<file path="config.mk">
export PLATFORM = sky130hd
export DESIGN_NAME = segment_capture_sequencer
export DESIGN_NICKNAME = d
export VERILOG_FILES = /design/src/rtl/segment_capture_sequencer.sv
export SDC_FILE = /design/constraint.sdc
export NUM_CORES = 1
export LEC_CHECK = 0
export BUFFER_PORTS_ARGS = -buffer_cell sky130_fd_sc_hd__buf_2
export CORE_ASPECT_RATIO = 1.2
export CORE_MARGIN = 10
export CORE_UTILIZATION = 50
export DETAILED_ROUTE_END_ITERATION = 8
export PLACE_DENSITY_LB_ADDON = 0.3
export REMOVE_ABC_BUFFERS = 1
export SYNTH_ARGS = -nofsm -noshare
export SYNTH_HDL_FRONTEND = slang
export SYNTH_SLANG_ARGS = --single-unit
export TNS_END_PERCENT = 20
</file>
<file path="constraint.sdc">
create_clock -name adc_sampleclk -period 6.5 [get_ports adc_sampleclk]
set_clock_uncertainty 0.15 [all_clocks]
set_input_delay 0.325 -clock adc_sampleclk [delete_from_list [all_inputs] [get_ports adc_sampleclk]]
set_output_delay 0.325 -clock adc_sampleclk [all_outputs]
set_load 0.01 [all_outputs]
</file>
<file path="src/rtl/segment_capture_sequencer.sv">
// Segment capture sequencer: arms on an arm_i rising edge, then runs triggered or timed sample segments.
// Latency: capture_go_o/segment_start_o assert one cycle after the trigger edge; all outputs are registered.
// Backpressure: fifo_full_i stalls sampling, or aborts with overflow_o when SEGSEQ_OVERFLOW_ABORT_EN is defined.
module segment_capture_sequencer #(
    parameter int pSEG_WIDTH  = 16,
    parameter int pCYC_WIDTH  = 20,
    parameter int pSAMP_WIDTH = 32
) (
    input  logic                   adc_sampleclk,
    input  logic                   reset_n,
    input  logic                   arm_i,
    input  logic                   trigger_i,
    input  logic [pSEG_WIDTH-1:0]  num_segments_i,
    input  logic [pCYC_WIDTH-1:0]  segment_cycles_i,
    input  logic                   segment_cycle_counter_en_i,
    input  logic [pSAMP_WIDTH-1:0] samples_i,
    input  logic                   fifo_full_i,
    output logic                   capture_go_o,
    output logic                   segment_start_o,
    output logic                   segment_done_o,
    output logic                   capture_done_o,
    output logic                   armed_o,
    output logic                   overflow_o,
    output logic [pSEG_WIDTH-1:0]  segment_count_o,
    output logic [2:0]             state_o
);

    typedef enum logic [2:0] {
        S_IDLE      = 3'd0,
        S_WAIT_TRIG = 3'd1,
        S_CAPTURE   = 3'd2,
        S_GAP       = 3'd3,
        S_DONE      = 3'd4
    } state_t;

    state_t                 state;
    logic                   arm_q;
    logic [pSEG_WIDTH-1:0]  nseg_q;
    logic [pCYC_WIDTH-1:0]  cyc_q;
    logic [pSAMP_WIDTH-1:0] samp_q;
    logic                   timed_q;
    logic [pSAMP_WIDTH-1:0] samp_left;
    logic [pCYC_WIDTH-1:0]  per_cnt;

    logic                   arm_rise;
    logic                   last_seg;
    logic                   period_due;
    logic                   abort_ovf;
    logic                   stall;
    logic                   start_seg;
    logic [pSEG_WIDTH-1:0]  count_inc;

    assign state_o    = state;
    assign arm_rise   = arm_i & ~arm_q;
    assign last_seg   = (segment_count_o == nseg_q);
    assign count_inc  = (&segment_count_o) ? segment_count_o : segment_count_o + 1'b1;
    // per_cnt is 0 in a segment's start cycle, so the next start is due once per_cnt+1 reaches the period
    assign period_due = ({1'b0, per_cnt} + 1'b1) >= {1'b0, cyc_q};

`ifdef SEGSEQ_OVERFLOW_ABORT_EN
    assign abort_ovf = capture_go_o & fifo_full_i;
    assign stall     = 1'b0;
`else
    assign abort_ovf = 1'b0;
    assign stall     = fifo_full_i;
`endif

    assign start_seg = arm_i && (
        (state == S_WAIT_TRIG && trigger_i) ||
        (state == S_GAP && period_due) ||
        (state == S_CAPTURE && segment_done_o && !abort_ovf && !last_seg && timed_q && period_due));

    always_ff @(posedge adc_sampleclk) begin
        // arm history follows arm_i through reset so a level held across release is not an edge
        arm_q <= arm_i;
        if (!reset_n) begin
            state           <= S_IDLE;
            capture_go_o    <= 1'b0;
            segment_start_o <= 1'b0;
            segment_done_o  <= 1'b0;
            capture_done_o  <= 1'b0;
            armed_o         <= 1'b0;
            overflow_o      <= 1'b0;
            segment_count_o <= '0;
            nseg_q          <= '0;
            cyc_q           <= '0;
            samp_q          <= '0;
            timed_q         <= 1'b0;
            samp_left       <= '0;
            per_cnt         <= '0;
        end else begin
            segment_start_o <= 1'b0;
            segment_done_o  <= 1'b0;
            capture_done_o  <= 1'b0;
            if (per_cnt != '1) per_cnt <= per_cnt + 1'b1;

            case (state)
                S_IDLE: begin
                    if (arm_rise) begin
                        state           <= S_WAIT_TRIG;
                        armed_o         <= 1'b1;
                        segment_count_o <= '0;
                        overflow_o      <= 1'b0;
                        nseg_q          <= (num_segments_i == '0) ? pSEG_WIDTH'(1) : num_segments_i;
                        samp_q          <= (samples_i == '0) ? pSAMP_WIDTH'(1) : samples_i;
                        cyc_q           <= segment_cycles_i;
                        timed_q         <= segment_cycle_counter_en_i;
                    end
                end
                S_WAIT_TRIG, S_GAP: begin
                    if (!arm_i) begin
                        state   <= S_IDLE;
                        armed_o <= 1'b0;
                    end
                end
                S_CAPTURE: begin
                    if (!arm_i) begin
                        state        <= S_IDLE;
                        armed_o      <= 1'b0;
                        capture_go_o <= 1'b0;
                    end else if (abort_ovf) begin
                        overflow_o     <= 1'b1;
                        capture_go_o   <= 1'b0;
                        state          <= S_DONE;
                        armed_o        <= 1'b0;
                        capture_done_o <= 1'b1;
                    end else if (segment_done_o) begin
                        capture_go_o <= 1'b0;
                        if (last_seg) begin
                            state          <= S_DONE;
                            armed_o        <= 1'b0;
                            capture_done_o <= 1'b1;
                        end else if (timed_q) begin
                            state <= S_GAP;
                        end else begin
                            state <= S_WAIT_TRIG;
                        end
                    end else if (stall) begin
                        capture_go_o <= 1'b0;
                    end else begin
                        capture_go_o <= 1'b1;
                        samp_left    <= samp_left - 1'b1;
                        if (samp_left == pSAMP_WIDTH'(1)) begin
                            segment_done_o  <= 1'b1;
                            segment_count_o <= count_inc;
                        end
                    end
                end
                S_DONE: state <= S_IDLE;
                default: begin
                    state        <= S_IDLE;
                    armed_o      <= 1'b0;
                    capture_go_o <= 1'b0;
                end
            endcase

            // segment start overrides the per-state transitions above
            if (start_seg) begin
                state           <= S_CAPTURE;
                armed_o         <= 1'b1;
                capture_go_o    <= 1'b1;
                segment_start_o <= 1'b1;
                per_cnt         <= '0;
                samp_left       <= samp_q - 1'b1;
                if (samp_q == pSAMP_WIDTH'(1)) begin
                    segment_done_o  <= 1'b1;
                    segment_count_o <= count_inc;
                end
            end
        end
    end

endmodule

</file>
==> reports/results.ini <==
[die]
io_pins=99
row_count=50
die-width_um=134
die_y_um=157
die-area_um2=21200
coreArea_um2=15500
initial_utilization=0.507

[yosys]
synth.top_cells.by_area=dfxtp_1, nand2_1, a21oi_1
synth_area_leader_cell=dfxtp_1
syn-cell-area_um2=7860
ys_seq_area_frac=0.372
syn_area_per_cell_um2=7.87
synth_edf_count=0
synthDominantCellAreaShare=0.372
synth-seq-cells=146
yosysUniqueCellTypes=71
yosys_warnings=0
yosys-top-cells-count=nand2_1, dfxtp_1, a21oi_1, nor2_1, xnor2_1
synthFlopType=dfxtp_1
synth_most_common_cell=nand2_1
synthCells=999
synthArstFlopShare=0

[global_routing]
gr-total-overflow=0
antenna_found_initial=0
grt_start_max_net_pins=77
grt.total_usage=0.201
grt_pass1_wl_um=34900
first_global_vias=7072

[timing]
rsz0062_at_grt=false
post-route-period-util=0.733
slew-limit-headroom=0.356
setup_viol=0
drv_slew=0
fin_setup_tns_ps=0
fin_crit_ps=4770
max_freq_ghz=0.210
worst_slew_pin_slew_ps=957
finalHoldViolCount=0

[critical_path]
arrival_ps=4900
cp_slowest_cell=nand2_1
reg2regPathDepth=14
end_kind=register
cp_common_cell=nand2_1
cpPeakStageDelay_ps=780
path_class=reg -> reg
r2r_start=per_cnt[0]$_SDFFE_PP0P_
path_cells=ha_1 -> nand2_1 -> nor3_1 -> nand2_1 -> xor2_1 -> inv_1 -> ha_1 -> nand3_1 -> nor4_1 -> o311ai_0 -> nand4_1 -> nand3_2 -> nand2_1 -> nor2_1
worst_setup_path_start_kind=register
cp.required_ps=6630
r2r_end=per_cnt[14]$_SDFFE_PP0P_
reg2reg_slack_ps=1730
path_max_fanout=28

[placed_design]
dpl_cell_area_um2=8430
portBuffers=97
dp_hpwl_um=14600
gp_congestion=0.865

[pwr]
p_leak_nw=3.95
power_density_nw_per_um2=262
vdd_drop_max_mv=0.176
pwr-share-seq=0.400
swShare=0.298
clkPwrFrac=0.393
power_frac_comb=0.207
internal_power_w=0.00177
power_switching_w=0.000750

[drt]
antenna_left=0
viasPerCell=5.55
post-route-drc-count=0
drt-initial-drc-count=527
dr.pass1.iters=6
routedWlPerCell_um=15.9
wl_um=21400
vias=7467

[min_path]
min_to=nseg_q[12]$_SDFFE_PN0P_
hold_path_class=in -> reg
hold_path.startpoint=num_segments_i[12]
hold_path_depth=3

[cells_and_area]
nets=1224
nFillCells=1396
drive_gt1_frac=0.135
antenna_cells=0
area_delta_synth_final_pct=22.5
multi_input_area_um2=4540
area.sequential_um2=2920
final_area_um2=9630

[outcome]
outcome=complete, no violations

[clock_tree]
clk_pin_slew_worst_paths_ps=60
cts_tree=built
cts_sinks=146
cts_max_path_buffers=2
htree_levels=4
cts_setup_buffers=0
clkLatencyLatePin_ps=430
cts_made_buffers=17
root_buffer=clkbuf_16
cts_resized=0

[flow_run]
maxCapViolCount=0

==> metal layers <==
layer | up-vias | GRT usage | part of all wire
met3 | 51 | 0.0507 | 0.060
met2 | 248 | 0.336 | 0.47
met5 | - | 0 | 0
met4 | 0 | 0.0913 | 0.027
li1 | 3739 | - | -
met1 | 3429 | 0.237 | 0.44
==> cells in the final DEF (no fill, tap or decap), types with 4 or more instances in the layout <==
cell type      netlist  final
nand2b_1             6      5
or3_1               16     16
nand4_1             17     17
dlygate4sd3_1        0     60
xor2_1              32     32
mux2i_1              4      4
a21o_1               7      7
nand2_1            180    180
inv_1               50     49
nor2b_1              9      8
or4_1               15     15
nand3_1             26     25
o21ai_0             20     20
xnor2_1             59     59
nor3_1              25     25
nor4_1              28     28
ha_1                26     26
dfxtp_1            146    146
nor2_1              65     65
a211oi_1            29     29
and4_1               5      5
and3_1               9      9
clkbuf_16            0     17
buf_4                1      4
a21oi_1            107    107
buf_2                4     97
==> metrics by stage <==
stage,cells,power [W],setup slack [ps],utilization,hold WS (ps)
floorplan,944,0.00137,1400,-,203
global placement,1253,0.00150,2000,0.543,293
detailed placement,1253,0.00151,1750,0.543,296
CTS,1345,0.00253,1730,0.621,1.60
global route,1345,0.00263,1140,0.621,15.4
finish,1345,0.00252,1730,0.621,16.3
==> cell type report <==
class / instances / share of cell area
repair buffers: 161 / 0.116
flip-flops and latches: 146 / 0.304
clock buffers: 21 / 0.0489
well taps: 208 / 0.0270
inverters: 50 / 0.0196
clock inverters: 11 / 0.0133
multi-input cells: 748 / 0.472
==> critical path: cells and delay by family (launching register included) <==
| family | cells | cell delay (ps) |
|---|---|---|
| adders and majority gates | 2 | 530 |
| AOI/OAI and AO/OA | 1 | 220 |
| DFF | 1 | 430 |
| xor gates and xnor gates | 1 | 220 |
| and+or+nand+nor | 9 | 3000 |
| buffers and inverters | 1 | 60 |
==> state kept, by name, indices dropped and copies added, names as in the netlist, 3 cells and up <==
signal / count
per_cnt: 20
samp_left: 32
cyc_q: 20
samp_q: 32
nseg_q: 16
segment_count_o: 16
state_o: 3
==> what timing repair did <==
item | in CTS | in global routing
setup endpoints to repair | 0 | 0
hold endpoints to repair | 60 | 0
hold buffers | 60 | 0
==> kinds of logic (layout without fill, tap and decap cells) <==
| logic type | after synthesis | count (layout) | synth area share |
|---|---|---|---|
| flip-flops | 146 | 146 | 0.372 |
| multiplexers | 4 | 4 | 0.00509 |
| buffers and inverters | 105 | 243 | 0.0522 |
| other | 1 | 1 | 0.000477 |
| AO/OA/AOI/OAI | 204 | 204 | 0.163 |
| XOR/XNOR | 91 | 91 | 0.101 |
| AND/OR/NAND/NOR | 422 | 422 | 0.265 |
| adder cells (fa/ha/maj) | 26 | 26 | 0.0414 |
==> how the worst max path moves through the flow <==
| stage | start | end | slack (ps) | depth (start not counted) |
|---|---|---|---|---|
| final | per_cnt[0]$_SDFFE_PP0P_ | per_cnt[14]$_SDFFE_PP0P_ | 1730 | 14 |
| after global routing | per_cnt[0]$_SDFFE_PP0P_ | per_cnt[14]$_SDFFE_PP0P_ | 1140 | 14 |
| after CTS | per_cnt[0]$_SDFFE_PP0P_ | per_cnt[12]$_SDFFE_PP0P_ | 1730 | 14 |
| after detailed placement | per_cnt[0]$_SDFFE_PP0P_ | per_cnt[14]$_SDFFE_PP0P_ | 1750 | 14 |
| after global placement | per_cnt[0]$_SDFFE_PP0P_ | per_cnt[13]$_SDFFE_PP0P_ | 2000 | 14 |
| after floorplan | per_cnt[0]$_SDFFE_PP0P_ | per_cnt[10]$_SDFFE_PP0P_ | 1400 | 14 |
==> power by group through the flow <==
stage          clock network [W]  logic [W]  registers [W]
6_report                0.000989   0.000521        0.00101
5_1_grt                  0.00104   0.000580        0.00102
4_1_cts                  0.00100   0.000519        0.00101
3_5_place_dp                   0   0.000487        0.00103
3_3_place_gp                   0   0.000480        0.00102
2_1_floorplan                  0   0.000359        0.00101
Note: power is estimated with default switching activity, not from simulation.
